**src/rtl/ps2_mouse_packetizer_if.sv**
```systemverilog
// ps2_mouse_packetizer_if: byte-level PS/2 link plus decoded mouse packet outputs.
// Ports: rx_data/rx_done_tick from the receiver; tx_idle/tx_done_tick from the
// transmitter; wr_ps2/tx_data to the transmitter; x/y/btn/m_done_tick/init_done
// to the display logic. slave = packetizer side, master = environment side.
interface ps2_mouse_packetizer_if;
  logic [7:0] rx_data;
  logic       rx_done_tick;
  logic       tx_idle;
  logic       tx_done_tick;
  logic       wr_ps2;
  logic [7:0] tx_data;
  logic [8:0] x;
  logic [8:0] y;
  logic [2:0] btn;
  logic       m_done_tick;
  logic       init_done;
  modport slave(
    input  rx_data, rx_done_tick, tx_idle, tx_done_tick,
    output wr_ps2, tx_data, x, y, btn, m_done_tick, init_done
  );
  modport master(
    output rx_data, rx_done_tick, tx_idle, tx_done_tick,
    input  wr_ps2, tx_data, x, y, btn, m_done_tick, init_done
  );
endinterface

```
**src/rtl/ps2_mouse_packetizer.sv**
```systemverilog
// ps2_mouse_packetizer: enables PS/2 mouse streaming, then turns 3-byte packets into x/y/btn.
// Ports: clk, rst_n (async active-low); bus (slave modport) carries the receiver/transmitter
// handshake in and the decoded deltas, buttons, m_done_tick and init_done out.
module ps2_mouse_packetizer #(
  parameter int         TIMEOUT_CYC = 2000000,
  parameter logic [7:0] INIT_CMD    = 8'hF4,
  parameter logic [7:0] ACK_BYTE    = 8'hFA
) (
  input logic                    clk,
  input logic                    rst_n,
  ps2_mouse_packetizer_if.slave  bus
);
  localparam int TW = TIMEOUT_CYC > 2 ? $clog2(TIMEOUT_CYC) : 1;
  typedef enum logic [2:0] {SEND, WAIT_TX, WAIT_ACK, B0, B1, B2, DONE} state_t;
  state_t          r_state, w_next;
  logic [TW-1:0]   r_timer, w_timer;
  logic [6:0]      r_b0;
  logic [7:0]      r_bx;
  logic [8:0]      r_x, r_y;
  logic [2:0]      r_btn;
  logic            r_wr, r_done, r_init;
  logic [7:0]      r_tx_data;
  logic            w_rx, w_to, w_timed;
  // A plain 9-bit join of sign and 0x00 would give -256; it is folded into -255
  // alongside saturation so consumers can take 1+~d[7:0] without an 8-bit wrap.
  function automatic logic [8:0] delta(input logic ovf, input logic sgn, input logic [7:0] b);
    return ovf ? (sgn ? 9'h101 : 9'h0FF) : (sgn && b == 8'h00) ? 9'h101 : {sgn, b};
  endfunction
  assign w_rx    = bus.rx_done_tick;
  assign w_to    = r_timer == TW'(TIMEOUT_CYC - 1);
  assign w_timed = r_state inside {WAIT_ACK, B1, B2};
  always_comb begin
    w_next = r_state;
    case (r_state)
      SEND:     w_next = bus.tx_idle ? WAIT_TX : SEND;
      WAIT_TX:  w_next = bus.tx_done_tick ? WAIT_ACK : WAIT_TX;
      WAIT_ACK: w_next = (w_rx && bus.rx_data == ACK_BYTE) ? B0 : w_to ? SEND : WAIT_ACK;
      B0:       w_next = (w_rx && bus.rx_data[3]) ? B1 : B0;
      B1:       w_next = w_rx ? B2 : w_to ? B0 : B1;
      B2:       w_next = w_rx ? DONE : w_to ? B0 : B2;
      default:  w_next = B0;
    endcase
  end
  // Every state change restarts the timer; it only runs while dwelling in a timed state.
  assign w_timer = (w_timed && w_next == r_state) ? r_timer + 1'b1 : '0;
  always_ff @(posedge clk or negedge rst_n) begin
    if (!rst_n) begin
      r_state   <= SEND;
      r_timer   <= '0;
      r_b0      <= '0;
      r_bx      <= '0;
      r_x       <= '0;
      r_y       <= '0;
      r_btn     <= '0;
      r_wr      <= 1'b0;
      r_done    <= 1'b0;
      r_init    <= 1'b0;
      r_tx_data <= INIT_CMD;
    end else begin
      r_state   <= w_next;
      r_timer   <= w_timer;
      r_tx_data <= INIT_CMD;
      r_wr      <= r_state == SEND && bus.tx_idle;
      r_done    <= r_state == B2 && w_rx;
      if (r_state == WAIT_ACK && w_next == B0) r_init <= 1'b1;
      // Bit 3 is always 1 in an accepted header, so it is not kept.
      if (r_state == B0 && w_next == B1) r_b0 <= {bus.rx_data[7:4], bus.rx_data[2:0]};
      if (r_state == B1 && w_rx) r_bx <= bus.rx_data;
      if (r_state == B2 && w_rx) begin
        r_x   <= delta(r_b0[5], r_b0[3], r_bx);
        r_y   <= delta(r_b0[6], r_b0[4], bus.rx_data);
        r_btn <= r_b0[2:0];
      end
    end
  end
  assign bus.wr_ps2      = r_wr;
  assign bus.tx_data     = r_tx_data;
  assign bus.x           = r_x;
  assign bus.y           = r_y;
  assign bus.btn         = r_btn;
  assign bus.m_done_tick = r_done;
  assign bus.init_done   = r_init;
endmodule

```
**src/flat_wrapper.sv**
```systemverilog
// flat-port wrapper written by rule: the top's interface ports become plain ports
module ps2_mouse_packetizer_flat 
#(
  parameter int         TIMEOUT_CYC = 2000000,
  parameter logic [7:0] INIT_CMD    = 8'hF4,
  parameter logic [7:0] ACK_BYTE    = 8'hFA
)
  (clk, rst_n, bus_rx_data, bus_rx_done_tick, bus_tx_idle, bus_tx_done_tick, bus_wr_ps2, bus_tx_data, bus_x, bus_y, bus_btn, bus_m_done_tick, bus_init_done);
  ps2_mouse_packetizer_if bus_i ();
  input logic clk;
  input logic rst_n;
  input wire logic [$bits(bus_i.rx_data)-1:0] bus_rx_data;
  input wire logic [$bits(bus_i.rx_done_tick)-1:0] bus_rx_done_tick;
  input wire logic [$bits(bus_i.tx_idle)-1:0] bus_tx_idle;
  input wire logic [$bits(bus_i.tx_done_tick)-1:0] bus_tx_done_tick;
  output wire logic [$bits(bus_i.wr_ps2)-1:0] bus_wr_ps2;
  output wire logic [$bits(bus_i.tx_data)-1:0] bus_tx_data;
  output wire logic [$bits(bus_i.x)-1:0] bus_x;
  output wire logic [$bits(bus_i.y)-1:0] bus_y;
  output wire logic [$bits(bus_i.btn)-1:0] bus_btn;
  output wire logic [$bits(bus_i.m_done_tick)-1:0] bus_m_done_tick;
  output wire logic [$bits(bus_i.init_done)-1:0] bus_init_done;
  assign bus_i.rx_data = bus_rx_data;
  assign bus_i.rx_done_tick = bus_rx_done_tick;
  assign bus_i.tx_idle = bus_tx_idle;
  assign bus_i.tx_done_tick = bus_tx_done_tick;
  assign bus_wr_ps2 = bus_i.wr_ps2;
  assign bus_tx_data = bus_i.tx_data;
  assign bus_x = bus_i.x;
  assign bus_y = bus_i.y;
  assign bus_btn = bus_i.btn;
  assign bus_m_done_tick = bus_i.m_done_tick;
  assign bus_init_done = bus_i.init_done;
  ps2_mouse_packetizer #(.TIMEOUT_CYC(TIMEOUT_CYC), .INIT_CMD(INIT_CMD), .ACK_BYTE(ACK_BYTE)) u_core (.clk(clk), .rst_n(rst_n), .bus(bus_i));
endmodule
```
**config.mk**
```make
export PLATFORM = sky130hd
export DESIGN_NAME = ps2_mouse_packetizer_flat
export DESIGN_NICKNAME = d
export VERILOG_FILES = /design/src/rtl/ps2_mouse_packetizer_if.sv /design/src/rtl/ps2_mouse_packetizer.sv /design/src/flat_wrapper.sv
export SDC_FILE = /design/constraint.sdc
export NUM_CORES = 1
export LEC_CHECK = 0
export ABC_AREA = 1
export ABC_CLOCK_PERIOD_IN_PS = 4400
export CAP_MARGIN = 10
export CORE_MARGIN = 2
export CORE_UTILIZATION = 50
export CTS_BUF_LIST = sky130_fd_sc_hd__clkbuf_8 sky130_fd_sc_hd__clkbuf_16
export DETAILED_ROUTE_END_ITERATION = 16
export MAX_ROUTING_LAYER = met4
export PLACE_DENSITY = 0.7
export SLEW_MARGIN = 20
export SYNTH_ARGS = -nofsm -noshare
export SYNTH_HDL_FRONTEND = slang
export SYNTH_SLANG_ARGS = --single-unit
```
**constraint.sdc**
```tcl
create_clock -name clk -period 4.4 [get_ports clk]
set_input_delay 0.44 -clock clk [delete_from_list [all_inputs] [get_ports clk]]
set_output_delay 0.44 -clock clk [all_outputs]
set_load 0.01 [all_outputs]
```
# Word-level counts from Yosys, hierarchy flattened

Index checks and enable logic that the tools add are counted.

Equality and inequality tests: 10
Reduce and logical (&&, ||, !) cells: 14
Muxes and demuxes: 17
$add $sub $neg: 1

Operators by type and width:

| operator                | number |
|---|---|
| $mux W9                 | 6 |
| $add A21 B1 Y21 const B | 1 |
| $eq A21 B21 Y1 const B  | 1 |
| $mux W21                | 1 |
| $mux W3                 | 6 |
| $pmux W3 S6             | 1 |
| $logic_not A8 Y1        | 2 |
| $logic_and A1 B1 Y1     | 10 |
| $eq A3 B2 Y1 const B    | 3 |
| $eq A3 B3 Y1 const B    | 3 |
| $eq A8 B8 Y1 const B    | 1 |
| $mux W2                 | 2 |
| $eq A3 B1 Y1 const B    | 1 |
| $eq A3 B3 Y1            | 1 |
| $logic_not A3 Y1        | 1 |
| $reduce_bool A3 Y1      | 1 |
| $mux W1                 | 1 |

Input port bits: 13
Logic and storage cells: 52
Output and inout port bits: 32
Register bits: 63

# Logic depth before layout (Yosys ltp)

Gate-level depths: netlist (run 1).

Word-level depth: 7
Gate-level depth with buffers: 12
Mapped depth without buffers: 11

# Worst setup path before layout (run 1)

Ideal clock, no wire load.

Path kind: reg2reg
Start: register u_core.r_timer[0]
End: register u_core.r_timer[9]
Setup time: 0.124 ns
Slack: 2.771 ns
Required time: 4.276 ns
Period minus slack after synthesis: 1.629 ns
Path buffers: 1
Stages on the path, launching flop included: 12
Data arrival time: 1.505 ns
Path through: dfrtp_1 > ha_1 > nand3_2 > nor2_1 > nand3_2 > nand2_1 > nand2_2 > nand2_2 > nand2_2 > nand2_4 > buf_6 > nor3_2

Cells in the longest elaborated chain, start to end: 7
Elaborated cells on any way between the ends: 12
Classes of those cells: add/sub: 1; eq/ne: 2; mux: 8; reduce/logical: 1

Ends and longest elaborated chain:

| what                   | RTL line                   | source |
|---|---|---|
| start, declared        | ps2_mouse_packetizer.sv:16 | `logic [TW-1:0] r_timer, w_timer;` |
| start signal, assigned | ps2_mouse_packetizer.sv:61 | `r_timer <= w_timer;` |
| $eq A21 B21 Y1         | ps2_mouse_packetizer.sv:30 | `assign w_to = r_timer == TW'(TIMEOUT_CYC - 1);` |
| $mux W3 (2 in series)  | ps2_mouse_packetizer.sv:39 | `B1: w_next = w_rx ? B2 : w_to ? B0 : B1;` |
| $pmux W3 S6            | ps2_mouse_packetizer.sv:34 | `case (r_state)` |
| via u_core.w_next[0]   | ps2_mouse_packetizer.sv:15 | `state_t r_state, w_next;` |
| $eq A3 B3 Y1           | ps2_mouse_packetizer.sv:45 | `assign w_timer = (w_timed && w_next == r_state) ? r_timer + 1'b1 : '0;` |
| $logic_and A1 B1 Y1    | ps2_mouse_packetizer.sv:45 |  |
| $mux W21               | ps2_mouse_packetizer.sv:45 |  |
| via u_core.w_timer[9]  | ps2_mouse_packetizer.sv:16 |  |

The timed path passes the listed nets, and every way through them passes these cells.
A chain may end at the register's enable or synchronous reset.

# Final worst setup path (run 1)

Start: input port bus_rx_done_tick
End: register u_core.r_timer[11]

Cells in the longest elaborated chain, start to end: 6
Elaborated cells on any way between the ends: 10
Classes of those cells: eq/ne: 1; mux: 6; reduce/logical: 3

Ends and longest elaborated chain:

| what                                          | RTL line                                               | source |
|---|---|---|
| start, declared                               | flat_wrapper.sv:13                                     | `input wire logic [$bits(bus_i.rx_done_tick)-1:0] bus_rx_done_tick;` |
| $logic_and A1 B1 Y1, on equally long branches | ps2_mouse_packetizer.sv:38, ps2_mouse_packetizer.sv:37 |  |
| $mux W3, on equally long branches             | ps2_mouse_packetizer.sv:38, ps2_mouse_packetizer.sv:37 |  |
| $pmux W3 S6 (*)                               | ps2_mouse_packetizer.sv:34                             |  |
| $eq A3 B3 Y1 (*)                              | ps2_mouse_packetizer.sv:45                             |  |
| $logic_and A1 B1 Y1 (*)                       | ps2_mouse_packetizer.sv:45                             |  |
| $mux W21 (*)                                  | ps2_mouse_packetizer.sv:45                             |  |
| via u_core.w_timer[11]                        | ps2_mouse_packetizer.sv:16                             |  |

Mark *: on every way through the listed nets, which the timed path passes. The rest lies on a longest branch.

==> impl_metrics.ini, run 1 <==
[outcome]
status = complete, no violations

[routing]
wl_per_cell_um = 14.32
drc = 0
antenna_left = 0
drtPass1Iterations = 4
wl_um = 7046
drt_iter0_drc = 278
dr_total_vias = 2593
avgViaCountPerCell = 5.270

[setup_path]
cp_max_fo = 21
critPathLaunchType = input pin
required_ps = 4650
cp_data_arrival_time_ps = 2530
path_class = input pin to register
cp-end-kind = register

[sta]
hold_viol = 0
slew_viol_final = 0
finClkSkew_ps = 7.184
min_period_ps = 2277
tns_ps = 0
maxSlewHeadroom_pct = 58.86
worst_pin_slew_ps = 615.0
setup_violations = 0
post-route-period-util_pct = 51.75
grt_setup_unrepaired = false
fmax_mhz = 439.2

[global_routing]
grt_pass1_vias = 2453
grt_max_degree = 43
grt_pass1_wl_um = 12050
grtUsageTotal_pct = 21.80
antenna_found_initial = 0
overflow = 0

[synthesis]
synth_top_cell_area_share_pct = 47.78
ys_types = 32
avgSynthCellArea_sq_um = 8.869
synth_area_sq_um = 3299
syn-instance-count = 372
synthTopCellsByArea = dfrtp_1, nand2_1, nor3_2
ys_ff_latch = 63
yosys_warnings = 0
synth_largest_area_cell = dfrtp_1
seq_area_frac_synth_pct = 47.78

[final_layout]
final_common_cell = nand2_1
instances_no_fill = 492
synthToLayoutAreaGrowth_pct = 16.72
antennaDiodeCount = 0
fin_nets = 424
drive_gt1_share_pct = 15.42
nFillCells = 564
layout_common_cells = nand2_1, dfrtp_1, inv_1

[clocking]
hold_buffers = 0
clock_latency_ps = 350
cts_made_buffers = 9
cts.path.max_buffers = 2
cts-root-buf = clkbuf_8
tritoncts = done
post_cts_resized = 0
cts_sinks = 63
clk_pin_slew_ps = 70
post-cts-setup-buffers = 0
htreeDepth = 3

[floorplan]
fp-row-count = 29
die_y_um = 85.24
start_util_pct = 51.96
dieArea_sq_um = 7265
core_region_area_sq_um = 6350
io-pin-count = 45
die_w_um = 85.24

[flow_run]
drv_cap = 0

[placement]
placedCellCount = 476
gp_congestion = 0.9105
port_buffers = 36
dp_hpwl_um = 4912

[power]
p_sw_share_pct = 38.01
leakage_nw = 1.685
vdd_ir_drop_max_v = 0.0003416
power.switching_mw = 0.8444
total_power_mw = 2.221
p_per_area_nw_per_um2 = 576.8
p_comb_share_pct = 37.1
clock_power_share_pct = 22.3
seqPwrFrac_pct = 40.6
intPower_mw = 1.377

[worst_hold_path]
hold_path_class = input pin to async pin
## power groups by stage
stage	sequential (mW)	clock, mW	combinational [mW]
5_1_grt	0.924	0.527	0.913
3_5_place_dp	0.906	0	0.827
2_1_floorplan	0.926	0	0.547
3_3_place_gp	0.905	0	0.817
4_1_cts	0.900	0.504	0.833
6_report	0.903	0.496	0.823
## cell type report
cell class                 instances  area [sq um]  area share (%)
clock buffer                      10         137.6           3.574
clock inverter                     6         52.55           1.365
inverter                          42         157.7           4.094
multi-input combinational        256          1460           37.91
sequential                        63          1577           40.94
tap                               77         96.34           2.502
timing repair buffer              38         370.4           9.617
## cell usage after synthesis
cell	instances
a21oi_4	1
o41ai_1	1
xor2_1	14
nand2_1	83
nand2_4	1
xnor2_1	2
ha_1	1
nor3_2	23
buf_6	4
o22ai_1	1
inv_2	6
nor4_1	2
nand2_2	7
a21oi_1	1
conb_1	2
nor2_4	1
nor2_2	3
buf_4	8
inv_1	36
clkbuf_1	2
dfrtp_1	63
nand3_1	20
a2bb2oi_1	15
nor2_1	24
nand3_2	4
nand4_1	7
a21oi_2	1
nor3_1	13
o21ai_0	20
nor3b_1	2
buf_2	3
nand3b_1	1
## cells by family after synthesis
group	Yosys count	synth area share, %
AND/OR/NAND/NOR	191	30.34
AO/OA/AOI/OAI	40	8.381
XOR/XNOR	16	4.247
buffers and inverters	59	8.646
adder cells (fa/ha/maj)	1	0.3792
other	2	0.2276
flip-flops	63	47.78
## flip-flops by register name (all words and copies together), names as in the netlist
signal and flops:
u_core.r_bx 8, u_core.r_b0 7, u_core.r_timer 21, u_core.bus.btn 3
u_core.r_state 3, u_core.bus.wr_ps2 1, u_core.bus.m_done_tick 1, u_core.bus.y 9
u_core.bus.x 9, u_core.bus.init_done 1
## worst max-delay path, cell delays in order
cell and delay, ps:
clkdlybuf4s50_1 630, nand2_1 130, nor3_1 260, nand2_1 150
nand2_2 120, nor2_4 50, nand3_2 70, nand2_2 350
nor3_2 330
## per-stage QoR
stage	hold WS [ps]	setup slack, ps	instance area (sq um)	utilization, %
floorplan	144.4	2771	3322	-
global placement	435.7	1861	3661	57.66
detailed placement	452.5	1817	3661	57.66
CTS	76.66	2128	3851	60.65
global route	93.69	1963	3851	60.65
finish	57.30	2123	3851	60.65
## per-layer routing
metal | share of wire (%) | global-route usage, %
met4 | 2.2 | 9.957
met3 | 6.0 | 4.377
met2 | 42 | 29.05
met5 | 0 | -
met1 | 50 | 31.93
## final timing paths
kind | from | to | slack (ps) | cells past startpoint
max | bus_rx_done_tick | u_core.r_timer[11] | 2120 | 9
min | rst_n | u_core.bus.x[7] | 60 | 1
max reg2reg | u_core.r_timer[0] | u_core.r_timer[11] | 2230 | 9
min reg2reg | u_core.bus.init_done | u_core.bus.init_done | 460 | 2
max in group asynchronous | rst_n | u_core.r_timer[18] | 3430 | 2
min in group clk | u_core.bus.init_done | u_core.bus.init_done | 460 | 2
Note: power is estimated with default switching activity, not from simulation.
==> run 2, diff against run 1 <==
Settings changed: ABC_CLOCK_PERIOD_IN_PS 4400 to 1900, PLACE_DENSITY 0.7 to 0.73.
Clock period 4.4 ns to 1.9 ns, I/O delays scaled along.
==> run 2 against run 1 <==
  * Worst hold slack gained 330 ps
  * Largest cell class unchanged
  * Design area grew 6.0%
  * Clock power grew to 2.5 times the previous value
  * Clock-buffer cell count shrank 1
  * Largest power group is now combinational logic
  * Total power grew to 2.5 times the previous value
  * First-iteration DRC count shrank 39%
  * Critical endpoint is now u_core.r_timer[9]
  * Die area is the same
  * Worst setup slack lost 2000 ps
  * Global-route usage shrank 0.065 points
  * Highest routed layer unchanged
  * Combinational power grew to 2.8 times the previous value
  * Register-to-register slack lost 2100 ps
==> impl_metrics.ini, run 2 (synthesized netlist as in run 1, its figures left out) <==
[setup_path]
cp_max_fo = 14
critPathLaunchType = register
path_cells = ha_1, nand3_2, nor2_2, nand3_2, nand2_1, nand2_2, nand2_2, nand2_2, nand2_4, buf_12, nor3_2
cp_data_arrival_time_ps = 1980
timing.critical_path.mode_cell = nand2_2
cp_slowest_stage_delay_ps = 380
slowest_stage = dfrtp_1
required_ps = 2120
cp-end-kind = register
path_class = register to register

[final_layout]
synthToLayoutAreaGrowth_pct = 23.70
layout_common_cells = nand2_1, dfrtp_1, inv_1
finalInstanceArea_sq_um = 4081
drive_gt1_share_pct = 19.40
fin_nets = 443
antennaDiodeCount = 0
final_common_cell = nand2_1
top_register = u_core.r_timer
nFillCells = 514
instances_no_fill = 510
largest_reg_flops = 21

[placement]
dp_hpwl_um = 5155
port_buffers = 36
gp_congestion = 0.9999
pre_cts_slack_ps = -11.90
placedCellCount = 494
dpl-instance-area_sq_um = 3859

[global_routing]
grtUsageTotal_pct = 21.74
busiest_layer = met1
use_met1_pct = 32.16
grt_pass1_wl_um = 12180
antenna_found_initial = 0
gr-usage-met2_pct = 29.90
grtUsageMet3_pct = 3.307
grt_pass1_vias = 2554
overflow = 0
grt_max_degree = 64

[sta]
slew_viol_final = 0
finClkSkew_ps = 8.933
post-route-period-util_pct = 92.51
worst_pin_slew_ps = 502.2
finalWorstSetupSlack_ps = 142.2
maxSlewHeadroom_pct = 66.43
setup_violations = 0
hold_viol = 0
min_period_ps = 1758
fmax_mhz = 568.9
grt_setup_unrepaired = false
tns_ps = 0

[power]
p_per_area_nw_per_um2 = 1379
total_power_mw = 5.626
vdd_ir_drop_max_v = 0.001061
leakage_nw = 1.795

[floorplan]
die_w_um = 85.24
die_y_um = 85.24
io-pin-count = 45
start_util_pct = 51.96
core_region_area_sq_um = 6350
fp-row-count = 29
dieArea_sq_um = 7265

[routing]
avgViaCountPerCell = 5.173
dr_total_vias = 2638
antenna_left = 0
wl_um = 7085
drt_iter0_drc = 170
drtPass1Iterations = 4
wl_per_cell_um = 13.89
drc = 0

[clocking]
cts-root-buf = clkbuf_8
htreeDepth = 3
cts_sinks = 63
cts.path.max_buffers = 2
tritoncts = done
post-cts-setup-buffers = 0
clock_latency_ps = 340
clk_pin_slew_ps = 70
cts_made_buffers = 9

[flow_run]
drv_cap = 0

[worst_hold_path]
hold_path_class = input pin to async pin

[outcome]
status = complete, no violations
## run 2: cell count changes in the layout (fill, tap and decap cells not counted)
cell	delta
buf_12	+5
buf_4	+13
bufinv_16	+1
clkbuf_8	-1
clkinv_2	-1
clkinv_4	+1
clkinvlp_4	+1
dlygate4sd3_1	+1
inv_1	-2
nor2_1	-1
nor2_2	+1
## run 2: worst paths after layout
path                       slack [ps]  cells after the start            startpoint                    to
max                               140                     11     u_core.r_timer[1]     u_core.r_timer[9]
min                               380                      3                 rst_n       u_core.bus.x[8]
max reg2reg                       140                     11     u_core.r_timer[1]     u_core.r_timer[9]
min reg2reg                       470                      2  u_core.bus.init_done  u_core.bus.init_done
max in group asynchronous        1240                      3                 rst_n     u_core.r_timer[9]
min in group clk                  460                      3           bus_tx_idle     u_core.bus.wr_ps2
## run 2: through the flow
step           hold slack [ps]  utilization (%)
5_1_grt                  446.0            64.28
6_report                 383.8            64.28
3_5_place_dp             225.1            60.77
4_1_cts                  404.0            64.24
3_3_place_gp             222.8            60.77
2_1_floorplan           -105.6                -
## run 2: report_power, final
part / switching (mW) / internal [mW]
sequential: 0.319 / 1.76
combinational: 1.19 / 1.11
clock: 0.517 / 0.728
## run 2: worst max-delay path, delay by kind of cell (launching register included)
family | cells | cell delay, ps
adders and majority gates | 1 | 210
buffers and inverters | 1 | 160
DFF | 1 | 380
and+or+nand+nor | 9 | 880
## run 2: layer usage
metal	share of wire, %	wire (um)
met5	0	0
met4	1.8	125
met3	4.7	330
met2	43	3026
met1	51	3602
## run 2: cell type report
| class | instances | area (sq um) | share of cell area, % |
|---|---|---|---|
| Clock buffer | 9 | 123.9 | 3.035 |
| Multi-Input combinational cell | 256 | 1463 | 35.84 |
| Sequential cell | 63 | 1577 | 38.63 |
| Timing Repair Buffer | 57 | 578.1 | 14.16 |
| Inverter | 42 | 157.7 | 3.863 |
| Tap cell | 77 | 96.34 | 2.361 |
| Clock inverter | 6 | 86.33 | 2.115 |
## run 2: repair_timing
| item | 4_1_cts | 5_1_grt |
|---|---|---|
| endpoints found under the setup margin | 0 | 2 |
| hold endpoints to repair | 63 | 0 |
| resized for setup | 0 | 1 |
| hold buffers | 1 | 0 |
==> run 3, diff against run 2 <==
Settings changed: CORE_MARGIN 2 to not set.
==> run 3 against run 2 <==
  * Utilization fell by 0.30 points
  * Total power fell by 1.4%
  * Register-to-register slack improved by 30 ps
  * Sequential share of layout area rose by 0.18 points
  * Critical endpoint is now u_core.r_timer[7]
  * Largest cell class unchanged
  * Highest routed layer unchanged
==> impl_metrics.ini, run 3 (synthesized netlist as in run 1, its figures left out) <==
[outcome]
status = complete, no violations

[final_layout]
synthToLayoutAreaGrowth_pct = 23.13
fin_nets = 441
drive_gt1_share_pct = 19.44
instances_no_fill = 509
final_common_cell = nand2_1
nFillCells = 523
largest_reg_flops = 21
layout_common_cells = nand2_1, dfrtp_1, inv_1
fin_util_pct = 63.98
top_register = u_core.r_timer
finalInstanceArea_sq_um = 4063
antennaDiodeCount = 0

[floorplan]
io-pin-count = 45
die_y_um = 83.24
die_w_um = 83.24
core_region_area_sq_um = 6350
fp-row-count = 29
dieArea_sq_um = 6928
start_util_pct = 51.96

[global_routing]
grt_max_degree = 42
overflow = 0
grtUsageTotal_pct = 23.79
use_met1_pct = 33.84
grt_pass1_vias = 2608
grtUsageMet3_pct = 4.274
antenna_found_initial = 0
busiest_layer = met1
grt_pass1_wl_um = 12640
gr-usage-met2_pct = 33.38

[setup_path]
cpLargestDelayFamily = simple AND/OR/NAND/NOR gates
slowest_stage = dfrtp_1
cp_data_arrival_time_ps = 1990
r2r_cells = 10
critPathLaunchType = register
crit_end = u_core.r_timer[7]
r2r_end = u_core.r_timer[7]
cp-end-kind = register
required_ps = 2160
reg2reg_slack_ps = 170
path_class = register to register
path_buf_inv = 1
cp_max_fo = 14
path_cells = ha_2, nand3_4, nor2_2, nand3_2, nand2_1, nand2_2, nand3_2, nand2_2, buf_12, nor3_2
critical_path_depth = 10
regToRegStartpoint = u_core.r_timer[1]
crit_start = u_core.r_timer[1]
cp_slowest_stage_delay_ps = 370

[placement]
gp_congestion = 0.9456
dpl-instance-area_sq_um = 3844
port_buffers = 36
dp_hpwl_um = 5295
placedCellCount = 492

[routing]
drt_iter0_drc = 205
wl_um = 7319
wl_per_cell_um = 14.38
drtPass1Iterations = 4
antenna_left = 0
drc = 0
dr_total_vias = 2688
avgViaCountPerCell = 5.281

[clocking]
cts_sinks = 63
post-cts-setup-buffers = 0
cts-root-buf = clkbuf_8
htreeDepth = 3
cts.path.max_buffers = 2
tritoncts = done
clock_latency_ps = 350
clk_pin_slew_ps = 80
cts_made_buffers = 9

[sta]
hold_viol = 0
grt_setup_unrepaired = false
maxSlewHeadroom_pct = 63.25
worst_pin_slew_ps = 551.3
finClkSkew_ps = 5.537
fmax_mhz = 577.8
setup_violations = 0
min_period_ps = 1731
slew_viol_final = 0
post-route-period-util_pct = 91.10

[power]
leakage_nw = 1.772
vdd_ir_drop_max_v = 0.0009444
p_per_area_nw_per_um2 = 1365

[worst_hold_path]
hold_path_class = input pin to async pin

[flow_run]
drv_cap = 0
-- run 3: where the power goes --
group	internal (mW)	switching [mW]	total (mW)
clock network	0.607	0.560	1.17
logic	1.12	1.19	2.30
registers	1.76	0.318	2.08
total	3.48	2.06	5.55
-- run 3: how the worst min path moves through the flow --
stage                     start           endpoint  slack (ps)  depth (start not counted)
after floorplan           rst_n  u_core.bus.btn[0]        -110                          0
after global placement    rst_n    u_core.bus.x[1]         200                          1
after detailed placement  rst_n    u_core.bus.x[0]         210                          1
after CTS                 rst_n    u_core.bus.x[0]         360                          2
after global routing      rst_n    u_core.bus.x[1]         400                          2
final                     rst_n    u_core.bus.x[0]         350                          2
-- run 3: worst reg2reg max path, cell delays in order (launching register included) --
cell and delay (ps):
dfrtp_1 370, ha_2 220, nand3_4 120, nor2_2 140, nand3_2 100, nand2_1 100, nand2_2 70, nand3_2 70
nand2_2 90, buf_12 170, nor3_2 190
-- run 3: area by class of cell --
class / instances / area (sq um) / share of cell area (%)
clock inverters: 7 / 72.57 / 1.786
well taps: 77 / 96.34 / 2.371
multi-input cells: 256 / 1473 / 36.25
clock buffers: 9 / 123.9 / 3.049
flip-flops and latches: 63 / 1577 / 38.80
repair buffers: 55 / 563.0 / 13.86
inverters: 42 / 157.7 / 3.880
-- run 3: routing by layer --
metal  part of all wire, %  routed length, um  vias up
li1                      -                  -     1314
met1                    49               3606     1293
met2                    44               3207       69
met3                   4.9                359       12
met4                   2.0                145        0
met5                     0                  0        -
-- run 3: per-stage QoR --
stage / power, mW / setup slack [ps] / setup TNS (ps) / hold slack, ps
after floorplan: 3.411 / 270.7 / 0 / -105.6
after global placement: 4.348 / 27.48 / 0 / 196.2
after detailed placement: 4.394 / -27.65 / -53.99 / 205.7
after CTS: 5.578 / 74.79 / 0 / 364.7
after global routing: 5.875 / 10.89 / 0 / 399.0
final: 5.545 / 169.2 / 0 / 353.5
-- run 3: timing repair --
| item | 4_1_cts | 5_1_grt |
|---|---|---|
| endpoints found under the setup margin | 0 | 15 |
| resized for setup | 0 | 3 |
| hold buffers | 1 | 0 |
| endpoints found under the hold margin | 22 | 0 |
